`config.mk`:
```
export PLATFORM = sky130hd
export DESIGN_NAME = msrv32_store_unit_flat
export DESIGN_NICKNAME = d
export VERILOG_FILES = /design/src/rtl/msrv32_store_unit_if.sv /design/src/rtl/msrv32_store_unit.sv /design/src/flat_wrapper.sv
export SDC_FILE = /design/constraint.sdc
export NUM_CORES = 1
export LEC_CHECK = 0
export CORE_MARGIN = 2
export CORE_UTILIZATION = 41
export CTS_CLUSTER_DIAMETER = 50
export DETAILED_ROUTE_END_ITERATION = 7
export PLACE_DENSITY = 0.8
export SETUP_SLACK_MARGIN = 0.1
export SLEW_MARGIN = 20
export SYNTH_ARGS = -nofsm -noshare
export SYNTH_HDL_FRONTEND = slang
export SYNTH_SLANG_ARGS = --single-unit
```
`constraint.sdc`:
```
create_clock -name ms_riscv32_mp_clk_in -period 2.8 [get_ports ms_riscv32_mp_clk_in]
set_input_delay 0.28 -clock ms_riscv32_mp_clk_in [delete_from_list [all_inputs] [get_ports ms_riscv32_mp_clk_in]]
set_output_delay 0.28 -clock ms_riscv32_mp_clk_in [all_outputs]
set_load 0.02 [all_outputs]
```
`src/rtl/msrv32_store_unit_if.sv`:
```
// Store-path signal bundle: decoder/execute request side plus AHB-lite data-memory write side.
// The store unit takes the slave view; whoever feeds requests and models the bus takes the master view.
interface msrv32_store_unit_if #(
    parameter int unsigned ADDR_W = 32,
    parameter int unsigned DATA_W = 32
);
    // request side, from the pipeline
    logic              mem_wr_req_in;
    logic              trap_taken_in;
    logic [1:0]        funct3_in;
    logic [ADDR_W-1:0] iadder_in;
    logic [DATA_W-1:0] rs2_in;

    // bus side
    logic              ahb_ready_in;
    logic [ADDR_W-1:0] ms_riscv32_mp_dmaddr_out;
    logic [DATA_W-1:0] ms_riscv32_mp_dmdata_out;
    logic [3:0]        ms_riscv32_mp_dmwr_mask_out;
    logic              ms_riscv32_mp_dmwr_req_out;
    logic [1:0]        ahb_htrans_out;

    // pipeline feedback
    logic              stall_out;
    logic              store_done_out;

    modport slave (
        input  mem_wr_req_in,
        input  trap_taken_in,
        input  funct3_in,
        input  iadder_in,
        input  rs2_in,
        input  ahb_ready_in,
        output ms_riscv32_mp_dmaddr_out,
        output ms_riscv32_mp_dmdata_out,
        output ms_riscv32_mp_dmwr_mask_out,
        output ms_riscv32_mp_dmwr_req_out,
        output ahb_htrans_out,
        output stall_out,
        output store_done_out
    );

    modport master (
        output mem_wr_req_in,
        output trap_taken_in,
        output funct3_in,
        output iadder_in,
        output rs2_in,
        output ahb_ready_in,
        input  ms_riscv32_mp_dmaddr_out,
        input  ms_riscv32_mp_dmdata_out,
        input  ms_riscv32_mp_dmwr_mask_out,
        input  ms_riscv32_mp_dmwr_req_out,
        input  ahb_htrans_out,
        input  stall_out,
        input  store_done_out
    );
endinterface

```
`src/rtl/msrv32_store_unit.sv`:
```
// Store unit: captures an accepted store, builds word address / lane data / byte mask,
// and holds a registered AHB-lite write request until HREADY, stalling the pipeline meanwhile.
module msrv32_store_unit #(
    parameter int unsigned ADDR_W = 32,
    parameter int unsigned DATA_W = 32
) (
    input  logic                 ms_riscv32_mp_clk_in,
    input  logic                 ms_riscv32_mp_rst_in,
    msrv32_store_unit_if.slave   bus
);

    localparam int unsigned MASK_W = 4;

    localparam logic [1:0] F3_SB       = 2'b00;
    localparam logic [1:0] F3_SH       = 2'b01;
    localparam logic [1:0] F3_SW       = 2'b10;
    localparam logic [1:0] F3_RSVD     = 2'b11;
    localparam logic [1:0] HTRANS_IDLE = 2'b00;
    localparam logic [1:0] HTRANS_NSEQ = 2'b10;

    typedef enum logic {
        ST_IDLE = 1'b0,
        ST_REQ  = 1'b1
    } state_e;

    state_e            state_q, state_d;
    logic [ADDR_W-1:0] addr_q,  addr_d;
    logic [DATA_W-1:0] data_q,  data_d;
    logic [MASK_W-1:0] mask_q,  mask_d;
    logic              req_q,   req_d;
    logic [1:0]        htrans_q, htrans_d;
    logic              done_q,  done_d;

    logic              acc_c;
    logic [ADDR_W-1:0] word_addr_c;
    logic [DATA_W-1:0] lane_data_c;
    logic [MASK_W-1:0] lane_mask_c;

    // A new store may enter when idle, or when the in-flight one completes this cycle.
    assign acc_c = bus.mem_wr_req_in & ~bus.trap_taken_in & (bus.funct3_in != F3_RSVD)
                 & ((state_q == ST_IDLE) | ((state_q == ST_REQ) & bus.ahb_ready_in));

    assign word_addr_c = {bus.iadder_in[ADDR_W-1:2], 2'b00};

    // Replicate the source bytes across every lane so the mask alone selects the target bytes.
    always_comb begin
        lane_data_c = bus.rs2_in;
        lane_mask_c = 4'b1111;
        case (bus.funct3_in)
            F3_SB: begin
                lane_data_c = DATA_W'({4{bus.rs2_in[7:0]}});
                lane_mask_c = 4'b0001 << bus.iadder_in[1:0];
            end
            F3_SH: begin
                lane_data_c = DATA_W'({2{bus.rs2_in[15:0]}});
                lane_mask_c = bus.iadder_in[1] ? 4'b1100 : 4'b0011;
            end
            F3_SW: begin
                lane_data_c = bus.rs2_in;
                lane_mask_c = 4'b1111;
            end
            default: begin
                lane_data_c = bus.rs2_in;
                lane_mask_c = 4'b0000;
            end
        endcase
    end

    // Next-state and next-output logic.
    always_comb begin
        state_d  = state_q;
        addr_d   = addr_q;
        data_d   = data_q;
        mask_d   = mask_q;
        req_d    = req_q;
        htrans_d = htrans_q;
        done_d   = 1'b0;

        case (state_q)
            ST_IDLE: begin
                if (acc_c) begin
                    state_d  = ST_REQ;
                    addr_d   = word_addr_c;
                    data_d   = lane_data_c;
                    mask_d   = lane_mask_c;
                    req_d    = 1'b1;
                    htrans_d = HTRANS_NSEQ;
                end else begin
                    req_d    = 1'b0;
                    htrans_d = HTRANS_IDLE;
                    mask_d   = '0;
                end
            end
            ST_REQ: begin
                if (bus.ahb_ready_in) begin
                    done_d = 1'b1;
                    if (acc_c) begin
                        state_d  = ST_REQ;
                        addr_d   = word_addr_c;
                        data_d   = lane_data_c;
                        mask_d   = lane_mask_c;
                        req_d    = 1'b1;
                        htrans_d = HTRANS_NSEQ;
                    end else begin
                        state_d  = ST_IDLE;
                        req_d    = 1'b0;
                        htrans_d = HTRANS_IDLE;
                        mask_d   = '0;
                    end
                end
            end
            default: begin
                state_d  = ST_IDLE;
                req_d    = 1'b0;
                htrans_d = HTRANS_IDLE;
                mask_d   = '0;
            end
        endcase
    end

    always_ff @(posedge ms_riscv32_mp_clk_in or posedge ms_riscv32_mp_rst_in) begin
        if (ms_riscv32_mp_rst_in) begin
            state_q  <= ST_IDLE;
            addr_q   <= '0;
            data_q   <= '0;
            mask_q   <= '0;
            req_q    <= 1'b0;
            htrans_q <= HTRANS_IDLE;
            done_q   <= 1'b0;
        end else begin
            state_q  <= state_d;
            addr_q   <= addr_d;
            data_q   <= data_d;
            mask_q   <= mask_d;
            req_q    <= req_d;
            htrans_q <= htrans_d;
            done_q   <= done_d;
        end
    end

    assign bus.ms_riscv32_mp_dmaddr_out    = addr_q;
    assign bus.ms_riscv32_mp_dmdata_out    = data_q;
    assign bus.ms_riscv32_mp_dmwr_mask_out = mask_q;
    assign bus.ms_riscv32_mp_dmwr_req_out  = req_q;
    assign bus.ahb_htrans_out              = htrans_q;
    assign bus.store_done_out              = done_q;

    // Only the pipeline hold sees HREADY combinationally; bus outputs stay registered.
    assign bus.stall_out = (state_q == ST_REQ) & ~bus.ahb_ready_in;

endmodule

```
`src/flat_wrapper.sv`:
```
// flat-port wrapper written by rule: the top's interface ports become plain ports
module msrv32_store_unit_flat 
#(
    parameter int unsigned ADDR_W = 32,
    parameter int unsigned DATA_W = 32
)
  (ms_riscv32_mp_clk_in, ms_riscv32_mp_rst_in, bus_mem_wr_req_in, bus_trap_taken_in, bus_funct3_in, bus_iadder_in, bus_rs2_in, bus_ahb_ready_in, bus_ms_riscv32_mp_dmaddr_out, bus_ms_riscv32_mp_dmdata_out, bus_ms_riscv32_mp_dmwr_mask_out, bus_ms_riscv32_mp_dmwr_req_out, bus_ahb_htrans_out, bus_stall_out, bus_store_done_out);
  msrv32_store_unit_if #(.ADDR_W(ADDR_W), .DATA_W(DATA_W)) bus_i ();
  input  logic ms_riscv32_mp_clk_in;
  input  logic ms_riscv32_mp_rst_in;
  input wire logic [$bits(bus_i.mem_wr_req_in)-1:0] bus_mem_wr_req_in;
  input wire logic [$bits(bus_i.trap_taken_in)-1:0] bus_trap_taken_in;
  input wire logic [$bits(bus_i.funct3_in)-1:0] bus_funct3_in;
  input wire logic [$bits(bus_i.iadder_in)-1:0] bus_iadder_in;
  input wire logic [$bits(bus_i.rs2_in)-1:0] bus_rs2_in;
  input wire logic [$bits(bus_i.ahb_ready_in)-1:0] bus_ahb_ready_in;
  output wire logic [$bits(bus_i.ms_riscv32_mp_dmaddr_out)-1:0] bus_ms_riscv32_mp_dmaddr_out;
  output wire logic [$bits(bus_i.ms_riscv32_mp_dmdata_out)-1:0] bus_ms_riscv32_mp_dmdata_out;
  output wire logic [$bits(bus_i.ms_riscv32_mp_dmwr_mask_out)-1:0] bus_ms_riscv32_mp_dmwr_mask_out;
  output wire logic [$bits(bus_i.ms_riscv32_mp_dmwr_req_out)-1:0] bus_ms_riscv32_mp_dmwr_req_out;
  output wire logic [$bits(bus_i.ahb_htrans_out)-1:0] bus_ahb_htrans_out;
  output wire logic [$bits(bus_i.stall_out)-1:0] bus_stall_out;
  output wire logic [$bits(bus_i.store_done_out)-1:0] bus_store_done_out;
  assign bus_i.mem_wr_req_in = bus_mem_wr_req_in;
  assign bus_i.trap_taken_in = bus_trap_taken_in;
  assign bus_i.funct3_in = bus_funct3_in;
  assign bus_i.iadder_in = bus_iadder_in;
  assign bus_i.rs2_in = bus_rs2_in;
  assign bus_i.ahb_ready_in = bus_ahb_ready_in;
  assign bus_ms_riscv32_mp_dmaddr_out = bus_i.ms_riscv32_mp_dmaddr_out;
  assign bus_ms_riscv32_mp_dmdata_out = bus_i.ms_riscv32_mp_dmdata_out;
  assign bus_ms_riscv32_mp_dmwr_mask_out = bus_i.ms_riscv32_mp_dmwr_mask_out;
  assign bus_ms_riscv32_mp_dmwr_req_out = bus_i.ms_riscv32_mp_dmwr_req_out;
  assign bus_ahb_htrans_out = bus_i.ahb_htrans_out;
  assign bus_stall_out = bus_i.stall_out;
  assign bus_store_done_out = bus_i.store_done_out;
  msrv32_store_unit #(.ADDR_W(ADDR_W), .DATA_W(DATA_W)) u_core (.ms_riscv32_mp_clk_in(ms_riscv32_mp_clk_in), .ms_riscv32_mp_rst_in(ms_riscv32_mp_rst_in), .bus(bus_i));
endmodule
```
Yosys cells after proc, flatten, opt, wreduce, memory -nomap -nowiden
Index checks and enable logic that the tools add are counted.

Register bits: 73. Input bits: 71. Output and inout bits: 73. Logic and storage cells: 44.

Equal/unequal tests: 4. Shifts and indexed selects: 1. Multiplexer cells: 22. Bitwise operators: 9. Reduce and logical (&&, ||, !) cells: 1.

Operators by type and width (count): 32-bit one-hot mux with 2 select lines (3); 32-bit two-way mux (4); 4-bit two-way mux (3); 4-bit one-hot mux with 3 select lines (1); 4-bit one-hot mux with 2 select lines (1); 1-bit AND (5); 1-bit two-way mux (5); 2-bit two-way mux (2); 2-bit != test, second input constant (2); 1-bit one-hot mux with 2 select lines (2); 2-bit one-hot mux with 2 select lines (1); 1-bit by 2-bit << shifter with 4-bit output, first input constant (1); 1-bit NOT (3); 2-bit by 1-bit equality test with 1-bit output, second input constant (1); 2-bit equality test, second input constant (1); 2-bit zero test (1); 1-bit OR (1).

Longest topological paths before layout
Word-level depth: 7. Mapped depth: 6. Depth with buffers taken out: 3.

Worst setup path before layout
OpenSTA, ideal clock, no wires.

Path type: reg-to-reg. Start: register u_core.state_q. End: register u_core.addr_q[16] (netlist: u_core.bus.ms_riscv32_mp_dmaddr_out[16]). Arrival time: 1347 ps. Setup slack: 1328 ps. Cell stages (with the launch flop): 7. Path through: dfrtp_1 > nor2b_1 > buf_6 > nand3b_4 > buf_6 > buf_6 > mux2_4.

Cells in the longest elaborated chain, start to end: 6. Elaborated cells on any way between the ends: 8.

Ends and longest elaborated chain: from (decl) (line msrv32_store_unit.sv:26) `state_e state_q, state_d;`; from (signal assigned) (line msrv32_store_unit.sv:131) `state_q <= state_d;`; 1-bit AND / 1-bit NOT (equally long branches) (line msrv32_store_unit.sv:41, msrv32_store_unit.sv:79); 1-bit OR (line msrv32_store_unit.sv:41) `& ((state_q == ST_IDLE) | ((state_q == ST_REQ) & bus.ahb_ready_in));`; 1-bit AND (line msrv32_store_unit.sv:41); 32-bit two-way mux (2 in series); 32-bit one-hot mux with 2 select lines (line msrv32_store_unit.sv:79) `case (state_q)`; to (signal assigned) (line msrv32_store_unit.sv:132) `addr_q <= addr_d;`; to (decl) (line msrv32_store_unit.sv:27) `logic [ADDR_W-1:0] addr_q, addr_d;`.

Several ways; a longest one is shown, not always the timed one. The select of a mux whose other input is x is not followed. A chain may end at the register's enable or synchronous reset.

Worst setup path in the final report
Start: input bus_ahb_ready_in. End: output bus_stall_out.

Cells in the longest elaborated chain, start to end: 2.

Ends and longest elaborated chain: from (decl) (line flat_wrapper.sv:16) `input wire logic [$bits(bus_i.ahb_ready_in)-1:0] bus_ahb_ready_in;`; 1-bit NOT (line msrv32_store_unit.sv:149) `assign bus.stall_out = (state_q == ST_REQ) & ~bus.ahb_ready_in;`; 1-bit AND (line msrv32_store_unit.sv:149); to (decl) (line flat_wrapper.sv:22) `output wire logic [$bits(bus_i.stall_out)-1:0] bus_stall_out;`.

Every way passes these cells.

==> metrics.md <==
| Metric | Value |
|---|---|
| Outcome | completed |
| Syn Area/Cell | 14.7 sq um |
| Diodes inserted | 0 |
| DP Wirelength | 5.72 mm |
| Share of layout cells above drive strength 1 | 28.8% |
| Post-CTS resize count | 0 |
| Crit. path cell count | 3 |
| Critical R2R Capture | u_core.bus.ms_riscv32_mp_dmdata_out[14]$_DFFE_PP0P_ |
| Family with the most delay on the worst path | buffers and inverters |
| DR iter-0 viols | 34 |
| Worst r2r path cells | 4 |
| RSZ-0062 raised after global routing | false |
| Max-cap violation count | 0 |
| Vias in the first global route | 2429 |
| Worst Skew | 0.00535 ns |
| Clock Sinks | 69 |
| Crit end category | output pin |
| Core area | 7290 sq um |
| Slowest CP cell | clkdlybuf4s50_1 |
| #FFs+latches synth | 69 |
| Crit Path Class | in2out |
| Final setup fails | 0 |
| Cells after Synth | 212 |
| Multi-input logic area | 1240 sq um |
| Post-synth top area share | 55.5% |
| Setup crit end | bus_stall_out |
| Top Ports | 144 |
| Critical path peak fanout | 3 |
| Leakage power | 0.00216 uW |
| Crit path launch type | primary input |
| Detailed-route wire length | 7.68 mm |
| Crit-path max cell delay | 0.65 ns |
| Final GP Congestion | 0.764 |
| Die span in x | 91.1 um |
| Worst-path clk slew | 0.07 ns |
| Register Area | 1730 sq um |
| Total number of vias | 2247 |
| Global-route wire length before repair | 12.6 mm |
| CTS root buf | clkbuf_8 |
| CTS tree | built |
| FILL cells | 577 |
| GRT Util Overall | 19.4% |
| Critical Path RT | 2.52 ns |
| Area growth, synth to finish | 55.3% |
| Reg2reg start | u_core.state_q$_DFF_PP0_ |
| CTS Buffer Depth | 2 |
| Routed WL per cell | 16.6 um |
| Final layout net count | 430 |
| Htree depth | 3 |
| Seq/Total Area, Yosys | 55.5% |
| Top cells by area, synth | dfrtp_1, mux2_2, mux2_4, mux2i_1, buf_6 |
| Final Power | 3240 uW |
| Crit path buf inv count | 2 |
| ANT nets after route | 0 |
| DR DRC count | 0 |
| Later-pin clock latency in the skew report | 0.34 ns |
| Cts bufs inserted | 9 |
| Worst Tran Pin Value | 0.724 ns |
| Worst VDD drop | 0.000309 V |
| Drt first pass iters | 4 |
| PwrDens | 671 nW/um^2 |
| Period utilization | 66.5% |
| Fin crit period | 1.86 ns |
| Worst Hold Class | in2async |
| Ys Warns | 0 |
| Initial antenna violation count | 0 |
| Vias per inst | 4.85 |
| Fmax | 0.537 GHz |
| Post-synth cell types | 19 |
| CP startpoint | bus_ahb_ready_in |
| Port bufs | 140 |
| Area leader, netlist | dfrtp_1 |
| Synthesized area | 3110 sq um |
| Largest net degree at the start of global routing | 37 |
| Die area | 8300 sq um |
| Reg2Reg Setup Slack | 1.16 ns |
| Max Slew Vio Count | 0 |
| GR Overflow Total | 0 |
| Crit path arrival time | 1.58 ns |
| Crit-path cells | clkdlybuf4s50_1, nor2b_1, clkdlybuf4s50_1 |
| Starting Density | 42.6% |
| Setup_tns | 0 ns |
| Rel. slew slack | 51.6% |
| Cts hold-fix bufs | 0 |
| Fin. Hold Viols | 0 |
| Most used cell, CP | clkdlybuf4s50_1 |
| Die Y | 91.1 um |
| Setup bufs post-CTS | 0 |
| Core Rows | 31 |
cells in the final DEF (no fill, tap or decap), types with 4 or more instances in the layout:
cell type        count
dfrtp_1             69
o21ai_0              4
buf_4                6
nand2_1              7
a21oi_1              4
mux2_4              17
clkdlybuf4s50_1    140
inv_1                9
clkbuf_8             9
mux2_2              61
mux2i_1             16
flip-flops by register name, indices dropped and copies added (netlist names):
| signal | cells |
|---|---|
| u_core.state_q | 1 |
| u_core.bus.ahb_htrans_out | 1 |
| u_core.bus.ms_riscv32_mp_dmwr_mask_out | 4 |
| u_core.bus.ms_riscv32_mp_dmdata_out | 32 |
| u_core.bus.ms_riscv32_mp_dmaddr_out | 30 |
| u_core.bus.store_done_out | 1 |
worst register-to-register path, cell delays in order (launching register included):
cell and delay [ns]:
dfrtp_1 0.33, nor2b_1 0.24, nand3b_4 0.33, buf_4 0.28
mux2_2 0.35
metal layers:
| metal | vias up | track usage, % | part of all wire (%) |
|---|---|---|---|
| met4 | 0 | 8.08 | 2.2 |
| met2 | 105 | 31.6 | 48 |
| li1 | 1024 | - | - |
| met1 | 1106 | 24.1 | 42 |
| met5 | - | 0 | 0 |
| met3 | 12 | 5.89 | 7.2 |
how the worst min path moves through the flow:
stage,to,from,cells after the start
3_5_place_dp,u_core.bus.store_done_out$_DFF_PP0_,u_core.state_q$_DFF_PP0_,1
3_3_place_gp,u_core.bus.ms_riscv32_mp_dmwr_mask_out[3]$_DFFE_PP0N_,u_core.bus.ms_riscv32_mp_dmwr_mask_out[3]$_DFFE_PP0N_,2
2_1_floorplan,u_core.bus.store_done_out$_DFF_PP0_,bus_ahb_ready_in,1
5_1_grt,u_core.bus.ahb_htrans_out[1]$_DFFE_PP0N_,ms_riscv32_mp_rst_in,2
4_1_cts,u_core.bus.ms_riscv32_mp_dmdata_out[26]$_DFFE_PP0P_,ms_riscv32_mp_rst_in,2
6_report,u_core.bus.ahb_htrans_out[1]$_DFFE_PP0N_,ms_riscv32_mp_rst_in,2
Yosys cell counts (all sizes together):
master	count
and2	1
a21oi	4
buf	15
nand2b	1
mux2i	16
nand3b	1
nor2b	2
mux2	78
o21ai	4
nor2	1
a21o	1
or2	1
nand2	7
conb	1
dfrtp	69
inv	10
kinds of logic after synthesis:
logic type      synth area share, %
flops                          55.5
other cells                   0.121
simple gates                   2.62
compound gates                 1.53
buf+inv                        4.75
mux                            35.5
per-stage QoR:
stage / utilization (%) / instance area [sq um] / cells / setup slack, ns / hold slack (ns)
6_report: 66.2 / 4830 / 463 / 0.938 / 0.382
3_3_place_gp: 63.6 / 4640 / 447 / 0.770 / 0.462
4_1_cts: 66.2 / 4830 / 463 / 0.943 / 0.391
2_1_floorplan: - / 3120 / 214 / 0.780 / 0.414
3_5_place_dp: 63.6 / 4640 / 447 / 0.745 / 0.478
5_1_grt: 66.2 / 4830 / 463 / 0.884 / 0.443
layout make-up:
type / count / share of cell area [%]
clock buffer: 10 / 2.64
multi-input combinational: 120 / 25.7
timing repair buffer: 149 / 31.2
clock inverter: 6 / 1.32
inverter: 10 / 0.777
sequential: 69 / 35.8
tap: 99 / 2.57
power by group:
part           leakage, uW  total, uW  switching (uW)  internal [uW]
registers         0.000821       1300             105           1200
logic              0.00125       1150             506            645
clock network    0.0000923        787             377            410
total              0.00216       3240             988           2250
No activity file was read; power rests on OpenSTA's default activity.
